**src/rtl/cnn_pkg.sv**
```systemverilog
// Shared CNN datapath definitions: default pixel width, 2x2 window lane
// indices and a lane slice helper used by the window generator and max-pool.
package cnn_pkg;

  localparam int DEF_DATA_W = 16;

  localparam int LANE_TL = 0;
  localparam int LANE_TR = 1;
  localparam int LANE_BL = 2;
  localparam int LANE_BR = 3;

  function automatic logic [DEF_DATA_W-1:0] window_lane(
    input logic [4*DEF_DATA_W-1:0] win,
    input int                      lane
  );
    return win[lane*DEF_DATA_W +: DEF_DATA_W];
  endfunction

endpackage

```
**src/rtl/pool_window_gen_if.sv**
```systemverilog
// Pixel-in / window-out bus between the raster source, the window
// generator and the max-pool consumer.
interface pool_window_gen_if
  import cnn_pkg::*;
#(
  parameter int DATA_W = DEF_DATA_W
);

  logic                en;
  logic                pix_valid;
  logic [DATA_W-1:0]   pix_in;
  logic [4*DATA_W-1:0] window_out;
  logic                window_valid;
  logic                frame_done;

  modport master (
    output en, pix_valid, pix_in,
    input  window_out, window_valid, frame_done
  );

  modport slave (
    input  en, pix_valid, pix_in,
    output window_out, window_valid, frame_done
  );

endinterface

```
**src/rtl/pool_window_gen_line_buffer.sv**
```systemverilog
// One-row pixel store: synchronous write, combinational read, intended for
// distributed RAM.
module line_buffer #(
  parameter  int DATA_W = 16,
  parameter  int DEPTH  = 28,
  localparam int AW     = (DEPTH > 1) ? $clog2(DEPTH) : 1
) (
  input  logic              clk,
  input  logic              we,
  input  logic [AW-1:0]     waddr,
  input  logic [DATA_W-1:0] wdata,
  input  logic [AW-1:0]     raddr,
  output logic [DATA_W-1:0] rdata
);

  logic [DATA_W-1:0] mem [DEPTH];

  always_ff @(posedge clk) begin
    if (we) mem[waddr] <= wdata;
  end

  assign rdata = mem[raddr];

endmodule

```
**src/rtl/pool_window_gen.sv**
```systemverilog
// Raster-order pixel stream to non-overlapping 2x2 windows (stride 2) for
// the max-pool stage, with end-of-frame flag on the last window.
module pool_window_gen
  import cnn_pkg::*;
#(
  parameter int DATA_W = DEF_DATA_W,
  parameter int IMG_W  = 28,
  parameter int IMG_H  = 28
) (
  input logic              clk,
  input logic              rst,
  pool_window_gen_if.slave pw
);

  if ((IMG_W % 2) != 0 || IMG_W < 2 || (IMG_H % 2) != 0 || IMG_H < 2) begin : g_bad_dims
    $fatal(1, "pool_window_gen: IMG_W and IMG_H must be even and >= 2");
  end

  localparam int CW = $clog2(IMG_W);
  localparam int RW = $clog2(IMG_H);

  logic [CW-1:0]       col_cnt;
  logic [RW-1:0]       row_cnt;
  logic [DATA_W-1:0]   left_p0;
  logic [DATA_W-1:0]   top_left_p0;
  logic [DATA_W-1:0]   lb_rdata;
  logic [4*DATA_W-1:0] win_next;
  logic                accept;
  logic                col_last;
  logic                row_last;
  logic                odd_row;
  logic                odd_col;

  assign accept   = pw.en && pw.pix_valid;
  assign col_last = (col_cnt == CW'(IMG_W - 1));
  assign row_last = (row_cnt == RW'(IMG_H - 1));
  assign odd_row  = row_cnt[0];
  assign odd_col  = col_cnt[0];

  // Even rows fill the buffer; odd rows read back the same column address.
  line_buffer #(.DATA_W(DATA_W), .DEPTH(IMG_W)) u_line_buffer (
    .clk   (clk),
    .we    (accept && !odd_row),
    .waddr (col_cnt),
    .wdata (pw.pix_in),
    .raddr (col_cnt),
    .rdata (lb_rdata)
  );

  always_comb begin
    win_next = '0;
    win_next[LANE_TL*DATA_W +: DATA_W] = top_left_p0;
    win_next[LANE_TR*DATA_W +: DATA_W] = lb_rdata;
    win_next[LANE_BL*DATA_W +: DATA_W] = left_p0;
    win_next[LANE_BR*DATA_W +: DATA_W] = pw.pix_in;
  end

  // Stage p0: left half of the window captured on odd-row, even-column pixels.
  always_ff @(posedge clk) begin
    if (accept && odd_row && !odd_col) top_left_p0 <= lb_rdata;
  end

  always_ff @(posedge clk or posedge rst) begin
    if (rst) begin
      col_cnt         <= '0;
      row_cnt         <= '0;
      left_p0         <= '0;
      pw.window_out   <= '0;
      pw.window_valid <= 1'b0;
      pw.frame_done   <= 1'b0;
    end else if (!pw.en) begin
      col_cnt         <= '0;
      row_cnt         <= '0;
      left_p0         <= '0;
      pw.window_out   <= '0;
      pw.window_valid <= 1'b0;
      pw.frame_done   <= 1'b0;
    end else begin
      pw.window_valid <= 1'b0;
      pw.frame_done   <= 1'b0;
      if (pw.pix_valid) begin
        col_cnt <= col_last ? '0 : col_cnt + 1'b1;
        if (col_last) row_cnt <= row_last ? '0 : row_cnt + 1'b1;
        if (odd_row && !odd_col) left_p0 <= pw.pix_in;
        // Stage p1: bottom-right pixel completes the window.
        if (odd_row && odd_col) begin
          pw.window_out   <= win_next;
          pw.window_valid <= 1'b1;
          pw.frame_done   <= row_last && col_last;
        end
      end
    end
  end

endmodule

```
**src/flat_wrapper.sv**
```systemverilog
// flat-port wrapper written by rule: the top's interface ports become plain ports
module pool_window_gen_flat import cnn_pkg::*;
#(
  parameter int DATA_W = DEF_DATA_W,
  parameter int IMG_W  = 28,
  parameter int IMG_H  = 28
)
  (clk, rst, pw_en, pw_pix_valid, pw_pix_in, pw_window_out, pw_window_valid, pw_frame_done);
  pool_window_gen_if #(.DATA_W(DATA_W)) pw_i ();
  input logic clk;
  input logic rst;
  input wire logic [$bits(pw_i.en)-1:0] pw_en;
  input wire logic [$bits(pw_i.pix_valid)-1:0] pw_pix_valid;
  input wire logic [$bits(pw_i.pix_in)-1:0] pw_pix_in;
  output wire logic [$bits(pw_i.window_out)-1:0] pw_window_out;
  output wire logic [$bits(pw_i.window_valid)-1:0] pw_window_valid;
  output wire logic [$bits(pw_i.frame_done)-1:0] pw_frame_done;
  assign pw_i.en = pw_en;
  assign pw_i.pix_valid = pw_pix_valid;
  assign pw_i.pix_in = pw_pix_in;
  assign pw_window_out = pw_i.window_out;
  assign pw_window_valid = pw_i.window_valid;
  assign pw_frame_done = pw_i.frame_done;
  pool_window_gen #(.DATA_W(DATA_W), .IMG_W(IMG_W), .IMG_H(IMG_H)) u_core (.clk(clk), .rst(rst), .pw(pw_i));
endmodule
```
**config.mk**
```make
export PLATFORM = sky130hd
export DESIGN_NAME = pool_window_gen_flat
export DESIGN_NICKNAME = d
export VERILOG_FILES = /design/src/rtl/cnn_pkg.sv /design/src/rtl/pool_window_gen_if.sv /design/src/rtl/pool_window_gen_line_buffer.sv /design/src/rtl/pool_window_gen.sv /design/src/flat_wrapper.sv
export SDC_FILE = /design/constraint.sdc
export NUM_CORES = 1
export LEC_CHECK = 0
export BUFFER_PORTS_ARGS = -buffer_cell sky130_fd_sc_hd__buf_2
export CORE_ASPECT_RATIO = 1.75
export CORE_MARGIN = 10
export CORE_UTILIZATION = 61
export CTS_CLUSTER_DIAMETER = 120
export DETAILED_ROUTE_END_ITERATION = 7
export GPL_ROUTABILITY_DRIVEN = 0
export MAX_ROUTING_LAYER = met4
export PLACE_DENSITY = 0.79
export SLEW_MARGIN = 25
export SYNTH_ARGS = -nofsm -noshare
export SYNTH_HDL_FRONTEND = slang
export SYNTH_HIERARCHICAL = 1
export SYNTH_SLANG_ARGS = --single-unit
export TNS_END_PERCENT = 20
```
**constraint.sdc**
```tcl
create_clock -name clk -period 3.4 [get_ports clk]
set_clock_uncertainty 0.2 [all_clocks]
set_input_delay 0.17 -clock clk [delete_from_list [all_inputs] [get_ports clk]]
set_output_delay 0.17 -clock clk [all_outputs]
set_load 0.02 [all_outputs]
```
After elaboration in Yosys (flattened, before gate mapping)
Memory sizes are Yosys's and may differ from the RTL's.
Cells that the tools add are included.
- $add $sub $neg: 2
- eq/ne operators: 6
- muxes and demuxes: 21
- reduce and logical (&&, ||, !) cells: 12
- operators with widths (cell ; count):
    $mux W64 ; 3
    $mux W16 ; 3
    $mux W5 ; 7
    $add A5 B1 Y5 const B ; 2
    $eq A5 B5 Y1 const B ; 2
    $mux W1 ; 8
    $ne A2 B1 Y1 const B ; 4
    $logic_and A1 B1 Y1 ; 7
    $reduce_and A2 Y1 ; 3
    $logic_not A1 Y1 ; 2
- bits in registers: 108
- memory bits (writable): 448
- bits of input ports: 20
- output and inout bits: 66
- logic and storage cells: 49
- memories: 1
- memory list (name ; depth ; width ; read ports ; clocked after Yosys merged registers in ; wr ports ; RTL line ; text):
    u_core.u_line_buffer.mem ; 28 ; 16 ; 1 ; 0 ; 1 ; pool_window_gen_line_buffer.sv:16 ; logic [DATA_W-1:0] mem [DEPTH];

Depth between registers and ports, before layout
Gate-level depths: netlist of the first run.
- depth after elaboration: 5
- mapped depth: 9
- mapped depth without buffers: 5

Hierarchy
Netlist of the first run, hierarchy kept.
- modules (own cells, without submodules) (module ; times used ; cells each ; area an instance (um2) ; sequential area each (um2)):
    line_buffer ; 1 ; 911 ; 17625.7 ; 13452.9
    pool_window_gen ; 1 ; 263 ; 3927.5 ; 2782.7

Worst setup path before layout of the first run
No wires, ideal clock.
- path kind: register -> register
- start: register u_core.row_cnt[0]
- end: memory u_core.u_line_buffer.mem[4][0] (enable)
- library setup time: 0.388 ns
- arrival: 1.956 ns
- required time: 2.812 ns
- path slack: 0.856 ns
- cell stages (with the launch flop): 5
- path buffers: 1
- clock period less this slack: 2.544 ns
- cells stage by stage: dfrtp_1 > nor2_1 > or3b_2 > clkbuf_1 > nor2_1
- longest elaborated chain between the ends: 4
- RTL lines (item ; RTL line ; text):
    start: declaration ; pool_window_gen.sv:23 ; logic [RW-1:0] row_cnt;
    start signal: assignment ; pool_window_gen.sv:83 ; if (col_last) row_cnt <= row_last ? '0 : row_cnt + 1'b1;
    $logic_not A1 Y1 ; pool_window_gen.sv:43 ; .we (accept && !odd_row),
    $logic_and A1 B1 Y1 ; pool_window_gen.sv:43 ;
    $mux W1 ; pool_window_gen_line_buffer.sv:19 ; if (we) mem[waddr] <= wdata;
    $mux W1 (implied by the code) ; pool_window_gen_line_buffer.sv:19 ;
    end: declaration ; pool_window_gen_line_buffer.sv:16 ;
Every way passes these cells.

Final worst setup path of the first run
- start: register u_core.col_cnt[0]
- end: register u_core.pw.window_out[22]
- longest elaborated chain between the ends: 4
- elaborated cells between the ends (all ways): 7
- those cells by class: eq/ne: 1; mux: 3; reduce/logical: 2; memory: 1
- RTL lines (item ; RTL line ; text):
    start: declaration ; pool_window_gen.sv:22 ; logic [CW-1:0] col_cnt;
    start signal: assignment ; pool_window_gen.sv:82 ; col_cnt <= col_last ? '0 : col_cnt + 1'b1;
    $mem_v2 Z28 W16 ; - ;
    via u_core.lb_rdata[6] ; pool_window_gen.sv:26 ; logic [DATA_W-1:0] lb_rdata;
    $mux W64 ; pool_window_gen.sv:86 ; if (odd_row && odd_col) begin
    $mux W64 ; pool_window_gen.sv:81 ; if (pw.pix_valid) begin
    $mux W64 ; pool_window_gen.sv:71 ; end else if (!pw.en) begin
    end signal: assignment ; pool_window_gen.sv:87 ; pw.window_out <= win_next;
    end: declaration ; pool_window_gen_if.sv:23 ; output window_out, window_valid, frame_done
The timed path passes the listed nets, and every way through them passes these cells. The select of a mux whose other input is x is not followed.
A chain may end at the register's enable or synchronous reset.

==> metrics.txt, run 1 <==
status=completed; Residual DRC=0; Final Hold Viols=0; IO Pins=86; WL final=roughly 49000 um; Syn-to-layout area delta=13.6%; Yosys warnings=6; syn avg cell area=between 15 and 20 um^2; Critical Path Sink Type=flip-flop; share of layout cells above drive strength 1=a little over a fifth; Clk Latency, worst-skew pair=~0.57 ns; commonest non-fill, non-tap cells in the layout=edfxtp_1, mux2i_1, dfrtp_1, buf_2, a22o_1; unrepaired setup endpoints after global routing=false; Async SR Flop Fraction=around 17%; post-synthesis register bit count=about 560; count of different cell masters after synthesis=52; worst slew pin tran=just over 0.8 ns; antenna-violating nets left=0; post-synthesis cell count=1174; hold_ws=0.102 ns; Global Route Usage Sum=between 20% and 30%; Initial DRT Pass Iterations=5; leading cell type in the layout, fill and taps excluded=edfxtp_1; post-cts sizing count=0; H-Tree Depth=2; register area share after synthesis=75.3%; IO buf count=between 80 and 90; TritonCTS clock tree=yes; Initial Utilization=around 60%; Worst R2R Start=u_core/col_cnt[0]; Max Cap Viol=0; R2R Path End=u_core/pw.window_out[22]; Worst VDD drop=approximately 330 uV; Critical Path Fanout Max=42; Final nets=roughly 1400; DRT iter0 DRCs=roughly 1400; Critical Path RT=about 3.7 ns; syn_nets=between 1000 and 1500; remaining global-route overflow=0; final setup fails=0; clk sinks=556; slew margin rel.=between 40% and 50%; Fill cells=between 2000 and 2500; ys flop type=edfxtp_1; HP Class=in2async; number of global-route vias before repair=about 12000; FF-to-FF setup slack=between 0.5 and 0.6 ns; Post-Syn Area=about 22000 um^2; Max Clk Rate=between 300 and 400 MHz; TritonCTS buffer count=between 40 and 50; largest net degree at the start of global routing=between 60 and 70; core area=~35000 um^2; Reg clk slew, reported paths=approximately 0.070 ns; Startpoint Class=flip-flop; first-pass GRT wire length=between 70000 and 80000 um; Die Span X=between 150 and 200 um; Setup CP Type=reg2reg; Worst Path Arrival=a little over 3 ns; Power Dens Cells=approximately 560 nW/um^2; Setup TNS=0 ns; Die Ht=269 um; Leakage Power=8.65 nW; initial antenna violation count=2; WL/cell=about 27 um; CTS root buf=clkbuf_16; count of flip-flops with a built-in enable after synthesis=between 400 and 500; Tmin final=approximately 2.8 ns; final period utilization=~83%; DR vias=approximately 12000; Max clock buf depth=3; vias per cell=approximately 6.4; dpl hpwl=roughly 30000 um; die area=43500 um^2; Core Rows=91; R2R depth=7; pins over their slew limit=0
[through the flow]
| stage | worst slack [ns] | instances | area [um^2] | utilization (%) | power (W) |
|---|---|---|---|---|---|
| 3_5_place_dp | 0.669 | 1726 | 22700 | 64.6 | 0.00825 |
| 2_1_floorplan | 0.638 | 1174 | 21600 | - | 0.00805 |
| 3_3_place_gp | 0.736 | 1726 | 22700 | 64.6 | 0.00822 |
| 6_report | 0.574 | 1832 | 24500 | 69.8 | 0.0137 |
| 5_1_grt | 0.485 | 1832 | 24500 | 69.8 | 0.0141 |
| 4_1_cts | 0.616 | 1831 | 24500 | 69.8 | 0.0138 |
[Yosys cell counts (all sizes together), types with 2 or more instances]
| cell type | n | area share [%] |
|---|---|---|
| nor2b | 3 | 0.087 |
| ha | 2 | 0.12 |
| clkbuf | 22 | 0.57 |
| nand2b | 5 | 0.15 |
| nand4 | 13 | 0.38 |
| inv | 3 | 0.052 |
| and3 | 4 | 0.12 |
| o221a | 4 | 0.21 |
| mux2 | 6 | 0.31 |
| edfxtp | 464 | 65 |
| mux4 | 46 | 5.1 |
| o22ai | 12 | 0.35 |
| and2 | 3 | 0.087 |
| nor2 | 34 | 0.59 |
| a211oi | 2 | 0.093 |
| mux2i | 131 | 6.1 |
| buf | 43 | 1.8 |
| nor3 | 6 | 0.26 |
| a22o | 80 | 3.3 |
| a22oi | 30 | 1.0 |
| nand3 | 38 | 0.88 |
| o21ai | 4 | 0.093 |
| nand3b | 9 | 0.31 |
| dfrtp | 92 | 11 |
| or3b | 4 | 0.16 |
| or3 | 3 | 0.093 |
| nand2 | 57 | 0.99 |
| or2 | 3 | 0.087 |
| a21oi | 40 | 0.93 |
[sequential cells by signal, indices dropped and copies added, names as in the netlist]
name	cells
u_core/pw.window_out	64
u_core/u_line_buffer/mem	448
u_core/row_cnt	5
u_core/top_left_p0	16
u_core/left_p0	16
u_core/pw.frame_done	1
u_core/col_cnt	5
u_core/pw.window_valid	1
[worst max-delay path by stage]
stage | start | end | slack (ns) | cells after the start
floorplan | rst | u_core/col_cnt[0] | 0.64 | 1
global placement | u_core/col_cnt[0] | u_core/pw.window_out[22] | 0.74 | 7
detailed placement | u_core/col_cnt[0] | u_core/pw.window_out[21] | 0.67 | 7
CTS | u_core/col_cnt[0] | u_core/pw.window_out[18] | 0.62 | 7
global route | u_core/col_cnt[0] | u_core/pw.window_out[25] | 0.48 | 7
finish | u_core/col_cnt[0] | u_core/pw.window_out[22] | 0.57 | 7
[worst max-delay path, stage by stage (launching register included)]
cell and delay, ns:
dfrtp_4 0.88, buf_12 0.32, buf_12 0.32, mux2i_1 0.25
a22oi_1 0.13, nand3_1 0.13, nand4_1 0.15, a22o_1 0.23
[cell type report]
cell class,instances,area (um^2),area share [%]
sequential,556,16200,66.3
multi-input combinational,550,4810,19.7
clock buffer,59,1290,5.29
timing repair buffer,171,1210,4.93
tap,465,582,2.38
clock inverter,27,335,1.37
inverter,3,12.5,0.0511
antenna,1,2.50,0.0102
[power breakdown]
group	switching, W	leakage [nW]	internal [W]
registers	0.0000347	5.46	0.00742
logic	0.000412	2.38	0.000265
clock network	0.00237	0.811	0.00325
total	0.00281	8.65	0.0109
[metal layers]
layer	wire [um]	share of wire (%)	global-route usage, %
met4	1510	3.1	8.09
met1	17600	36	27.4
met2	26700	54	41.0
met3	3300	6.7	2.84
met5	0	0	-
[kinds of logic (layout without fill, tap and decap cells)]
kind of cell,after synthesis,after routing,synth area share [%]
compound gates,177,177,6.18
xor+xnor,1,1,0.0406
fa+ha+maj,2,2,0.116
buf+inv,68,260,2.44
flops,556,556,75.3
mux,183,183,11.5
other cells,0,1,0
simple gates,187,187,4.39
[timing repair]
action                    in CTS  in global routing
setup buffers                  0                  0
hold endpoints to repair     481                  0
hold buffers                  19                  0
(Power assumes the default switching activity.)
==> run 2, diff against run 1 <==
- ABC_AREA: default -> 1
- CORE_UTILIZATION: 61 -> 56
- PLACE_DENSITY: 0.79 -> 0.76
- clock period: 3.4 -> 2.4 ns (I/O delays scaled with it)
==> run 2 against run 1 <==
Effect of this change: via count is 38% higher; synthesized area is 7.4% higher; critical endpoint is now u_core/top_left_p0[2]; global-route usage is 1.2 points higher; register-to-register slack worse by 0.53 ns; fmax is 20% higher.
==> metrics.txt, run 2 <==
final period utilization=98.1% (+15 points); core area=40800 um^2 (+16%); DR vias=16300 (+38%); Max clock buf depth=3 (unchanged); Reg clk slew, reported paths=0.07 ns (about the same); unrepaired setup endpoints after global routing=true; Syn-to-layout area delta=13.9%; Tmin final=2.35 ns (-0.472 ns); WL final=60600 um (+23%); ys flop type=edfxtp_1; Core Rows=98 (+7.7%); met3 usage=3.17% (+0.33 points); leading cell type in the layout, fill and taps excluded=nand2_1; dpl hpwl=37600 um (+22%); pre-CTS setup slack=0.102 ns (-0.567 ns); Initial Utilization=56.7% (-4.8 points); number of inserted diodes=0 (-1); count of flip-flops with a built-in enable after synthesis=464 (unchanged); CTS root buf=clkbuf_16; worst slew pin tran=0.874 ns (+0.0657 ns); syn avg cell area=10.8 um^2 (-41%); count of different cell masters after synthesis=29 (-44%); Most flops, register=u_core/u_line_buffer/mem; post-synthesis cell count=2146 (+83%); GRT met2 Usage=43.3% (+2.4 points); Global Route Usage Sum=24.6% (+1.2 points); Worst Hold Path EP=u_core/pw.window_out[54]; Area contributors post-synth=edfxtp_1, nand2_1, dfrtp_1, nand3_1, inv_1; vias per cell=5.71 (-11%); share of layout cells above drive strength 1=11.4% (-9.7 points); Yosys warnings=6 (unchanged); slew margin rel.=41.7% (-4.3 points); Critical Path Sink Type=flip-flop; Setup CP Type=reg2reg; Fill cells=2955 (+40%); Initial DRT Pass Iterations=7 (+2); Power Dens Cells=739 nW/um^2 (+32%); Die Span X=174 um (+7.2%); R2R depth=9 (+2); Critical Path Fanout Max=53 (+26%); fin worst setup slack=0.0467 ns (-0.528 ns); number of global-route vias before repair=16500 (+38%); commonest non-fill, non-tap cells in the layout=nand2_1, edfxtp_1, nand3_1, inv_1, nor2_1; FF-to-FF setup slack=0.05 ns (-0.53 ns); Final nets=2297 (+70%); hold_ws=0.0269 ns (-0.0754 ns); TritonCTS buffer count=46 (unchanged); Hold Crit Start=pw_pix_in[6]; first-pass GRT wire length=92400 um (+23%); Post-synth top cells=nand2_1, edfxtp_1, nand3_1; status=completed; WL/cell=21.2 um (-21%); Hold Crit Depth=3; HP Class=in2reg; Max Clk Rate=425 MHz (+20%); Async SR Flop Fraction=16.5% (unchanged); remaining global-route overflow=0 (unchanged); TritonCTS clock tree=yes; initial antenna violation count=0 (-2); Post-Syn Area=23200 um^2 (+7.4%); post-synth top area cell=edfxtp_1; clk sinks=556 (unchanged); DRT iter0 DRCs=2036 (+49%); grt met1 use=25.8% (-1.6 points); post-CTS setup buffers=0 (unchanged); Synth top area share=60.2% (-4.5 points); biggest regs=u_core/u_line_buffer/mem (448), u_core/pw.window_out (64); H-Tree Depth=2 (unchanged); largest net degree at the start of global routing=75 (+14%); max reg flops=448 (unchanged); pins over their slew limit=0 (unchanged); final setup fails=0 (unchanged); Critical Path RT=2.51 ns (-1.14 ns); die area=50200 um^2 (+15%); Worst Path Arrival=2.46 ns (-0.61 ns); post-synthesis register bit count=556 (unchanged); R2R Path End=u_core/top_left_p0[2]; IO buf count=85 (unchanged); Worst R2R Start=u_core/col_cnt[0]; Max Cap Viol=0 (unchanged); Residual DRC=0 (unchanged); syn_nets=2168 (+81%); Leakage Power=11.0 nW (+27%); cell with the most instances after synthesis=nand2_1; IO Pins=86 (unchanged); Clk Latency, worst-skew pair=0.58 ns (about the same); Worst VDD drop=545 uV (+63%); register area share after synthesis=70.1% (-5.2 points); antenna-violating nets left=0 (unchanged); Die Ht=289 um (+7.6%); Final Hold Viols=0 (unchanged); Startpoint Class=flip-flop; Top Usage Layer GRT=met2
## run 2: worst max-delay path by stage
stage	cells after the start	to	startpoint	slack, ns
final	9	u_core/top_left_p0[2]	u_core/col_cnt[0]	0.05
after global routing	6	u_core/u_line_buffer/mem[10][0]	u_core/col_cnt[1]	-0.02
after CTS	6	u_core/u_line_buffer/mem[10][0]	u_core/col_cnt[1]	0.09
after detailed placement	6	u_core/u_line_buffer/mem[10][5]	u_core/col_cnt[1]	0.10
after global placement	6	u_core/u_line_buffer/mem[2][11]	u_core/col_cnt[1]	0.14
after floorplan	4	u_core/u_line_buffer/mem[15][0]	u_core/row_cnt[0]	0.10
## run 2: cell type report
type / count / area, um^2 / share of cell area (%)
Timing Repair Buffer: 198 / 1730 / 6.55
Sequential cell: 556 / 16200 / 61.6
Inverter: 191 / 727 / 2.76
Multi-Input combinational cell: 1282 / 5470 / 20.7
Clock buffer: 57 / 1240 / 4.69
Clock inverter: 27 / 273 / 1.03
Tap cell: 550 / 688 / 2.61
## run 2: critical path, cell delays in order (launching register included)
cell and delay [ns]:
dfrtp_4 0.49, buf_12 0.27, buf_12 0.21, nand2_1 0.09
nand3_1 0.10, nand3_1 0.12, nand2_1 0.13, nand2_1 0.08
nand3_1 0.22, nand2_1 0.12
## run 2: repair_timing
action,CTS,global route
setup endpoints to repair,0,8
gates resized for setup,0,1
endpoints found under the hold margin,563,0
hold buffers,20,0
## run 2: cell families after synthesis
| kind of cell | after synthesis | synth area share, % |
|---|---|---|
| AND/OR/NAND/NOR | 1165 | 20.9 |
| AO/OA/AOI/OAI | 115 | 2.61 |
| adder cells (fa/ha/maj) | 2 | 0.108 |
| buffers and inverters | 308 | 6.29 |
| flip-flops | 556 | 70.1 |
## run 2: where the power goes
group | switching, W | leakage (nW) | internal (W)
clock | 0.00334 | 0.738 | 0.00421
sequential | 0.0000149 | 5.45 | 0.0105
combinational | 0.00102 | 4.81 | 0.000390
total | 0.00437 | 11.0 | 0.0151
## run 2: per-stage QoR
| step | setup TNS [ns] | cells | cell area [um^2] | power (W) | utilization (%) |
|---|---|---|---|---|---|
| 5_1_grt | -0.0524 | 2861 | 26400 | 0.0201 | 64.6 |
| 3_3_place_gp | 0 | 2757 | 24600 | 0.0120 | 60.4 |
| 2_1_floorplan | 0 | 2146 | 23200 | 0.0116 | - |
| 6_report | 0 | 2861 | 26400 | 0.0195 | 64.6 |
| 3_5_place_dp | 0 | 2757 | 24600 | 0.0121 | 60.4 |
| 4_1_cts | 0 | 2861 | 26400 | 0.0195 | 64.6 |
## run 2: routing by layer
| layer | wire length (um) | part of all wire (%) | up-vias |
|---|---|---|---|
| li1 | - | - | 7391 |
| met1 | 20300 | 34 | 7796 |
| met2 | 31700 | 52 | 923 |
| met3 | 4710 | 7.8 | 215 |
| met4 | 3870 | 6.4 | 0 |
| met5 | 0 | 0 | - |
==> run 3, diff against run 2 <==
- CORE_MARGIN: 10 -> 8
- SLEW_MARGIN: 25 -> default
==> run 3 against run 2 <==
Effect of this change: sequential cell count unchanged; routed wire length is 1.6% lower; hold slack gained 0.21 ns; critical path type unchanged; largest cell class unchanged; largest power group unchanged; highest routed layer unchanged.
==> metrics.txt, run 3 (synthesis gave the netlist of run 2 again) <==
status=completed; biggest regs=u_core/u_line_buffer/mem (448), u_core/pw.window_out (64); DRT iter0 DRCs=2021 (-0.74%); max reg flops=448 (unchanged); Critical Path Fanout Max=81 (+53%); WL final=59600 um (-1.6%); hold_ws=0.237 ns (+0.210 ns); initial antenna violation count=0 (unchanged); CP top delay family=simple AND/OR/NAND/NOR gates; vias per cell=5.70 (about the same); Leakage Power=11.0 nW (+0.15%); Initial DRT Pass Iterations=6 (-1); Fill cells=2914 (-1.4%); CTS root buf=clkbuf_16; Reg clk slew, reported paths=0.07 ns (about the same); slowest stage cell, crit path=dfrtp_4; TritonCTS buffer count=44 (-4.3%); Residual DRC=0 (unchanged); pre-CTS setup slack=0.0952 ns (-0.00678 ns); DR vias=16300 (-0.28%); TritonCTS clock tree=yes; crit path buf inv count=1 (-1); Final nets=2294 (-0.13%); IO Pins=86 (unchanged); Final Hold Viols=0 (unchanged); fin worst setup slack=0.0642 ns (+0.0174 ns); commonest non-fill, non-tap cells in the layout=nand2_1, edfxtp_1, nand3_1, inv_1, nor2_1; Max clock buf depth=3 (unchanged); largest net degree at the start of global routing=82 (+9.3%); Syn-to-layout area delta=14.3%; Die Ht=285 um (-1.4%); Initial Utilization=56.7% (unchanged); final period utilization=97.3% (-0.73 points); worst slew pin tran=0.825 ns (-0.0490 ns); Critical Path Sink Type=flip-flop; die area=48400 um^2 (-3.7%); Setup TNS=0 ns (unchanged); Finished Layout Cells=2855 (-0.21%); slowest stage delay, CP=0.56 ns (+0.07 ns); Worst Path Arrival=2.43 ns (-0.03 ns); Clk Latency, worst-skew pair=0.56 ns (-0.02 ns); H-Tree Depth=2 (unchanged); area post-placement=24700 um^2 (+0.20%); Max Clk Rate=428 MHz (+0.75%); antenna-violating nets left=0 (unchanged); Power Dens Cells=737 nW/um^2 (-0.23%); Global Route Usage Sum=24.9% (+0.36 points); Worst VDD drop=497 uV (-8.8%); share of layout cells above drive strength 1=11.1% (-0.31 points); core area=40800 um^2 (unchanged); Tmin final=2.34 ns (-0.0174 ns); Most flops, register=u_core/u_line_buffer/mem; number of global-route vias before repair=16000 (-3.4%); worst-path cell chain=buf_12 > or2_2 > nand3_1 > nand2_1 > nand2_1 > nand3_1 > nand3_1 > nand2_1; remaining global-route overflow=0 (unchanged); WL/cell=20.9 um (-1.4%); final setup fails=0 (unchanged); Max Cap Viol=0 (unchanged); HP Class=reg2reg; clk sinks=556 (unchanged); unrepaired setup endpoints after global routing=false; Die Span X=170 um (-2.3%); Startpoint Class=flip-flop; first-pass GRT wire length=89800 um (-2.8%); dpl hpwl=35900 um (-4.6%); leading cell type in the layout, fill and taps excluded=nand2_1; slew margin rel.=45.0% (+3.3 points); IO buf count=85 (unchanged); pins over their slew limit=0 (unchanged); Core Rows=98 (unchanged); FF-to-FF setup slack=0.06 ns (+0.02 ns); dpl cells=2752 (-0.18%); Setup CP Type=reg2reg; fin area=26500 um^2 (+0.40%); Critical Path RT=2.49 ns (-0.02 ns)
-- run 3: metrics by stage --
stage          util, %  total power (W)
2_1_floorplan        -           0.0116
3_3_place_gp      60.5           0.0121
3_5_place_dp      60.5           0.0121
4_1_cts           64.6           0.0196
5_1_grt           64.8           0.0200
6_report          64.8           0.0195
-- run 3: routing by layer --
| metal | track usage, % | vias up | wire length [um] |
|---|---|---|---|
| met2 | 41.1 | 872 | 30000 |
| met5 | - | - | 0 |
| met4 | 15.3 | 0 | 3660 |
| li1 | - | 7396 | - |
| met3 | 3.02 | 182 | 4590 |
| met1 | 28.9 | 7830 | 21400 |
-- run 3: path summary, 6_finish.rpt --
check,start,to,depth (start not counted)
hold reg to reg,u_core/top_left_p0[9],u_core/pw.window_out[9],2
min in group asynchronous,rst,u_core/pw.window_out[36],4
max in group asynchronous,rst,u_core/pw.window_out[1],5
hold / removal,u_core/top_left_p0[9],u_core/pw.window_out[9],2
setup reg to reg,u_core/col_cnt[0],u_core/top_left_p0[3],8
setup / recovery,u_core/col_cnt[0],u_core/top_left_p0[3],8
-- run 3: layout make-up --
type,count,area [um^2],area share [%]
clock buffer,55,1190,4.51
clock inverter,23,285,1.08
sequential,556,16200,61.4
timing repair buffer,197,1850,6.99
tap,550,688,2.60
inverter,191,727,2.75
multi-input combinational,1282,5480,20.7
antenna,1,2.50,0.00945
-- run 3: repair_timing --
item                                   4_1_cts  5_1_grt
resized for setup                            0        3
endpoints found under the hold margin      467        0
buffers inserted                             0        1
setup endpoints to repair                    0        9
hold buffers                                21        0
-- run 3: power breakdown --
group	total, W	internal [W]	switching, W
Clock	0.00753	0.00429	0.00324
Combinational	0.00146	0.000406	0.00105
Sequential	0.0105	0.0105	0.0000191
-- run 3: worst min-delay path, delay by kind of cell, from the launching register on --
family	cells	cell delay (ns)
flip-flops	1	0.32
AND/OR/NAND/NOR	2	0.09
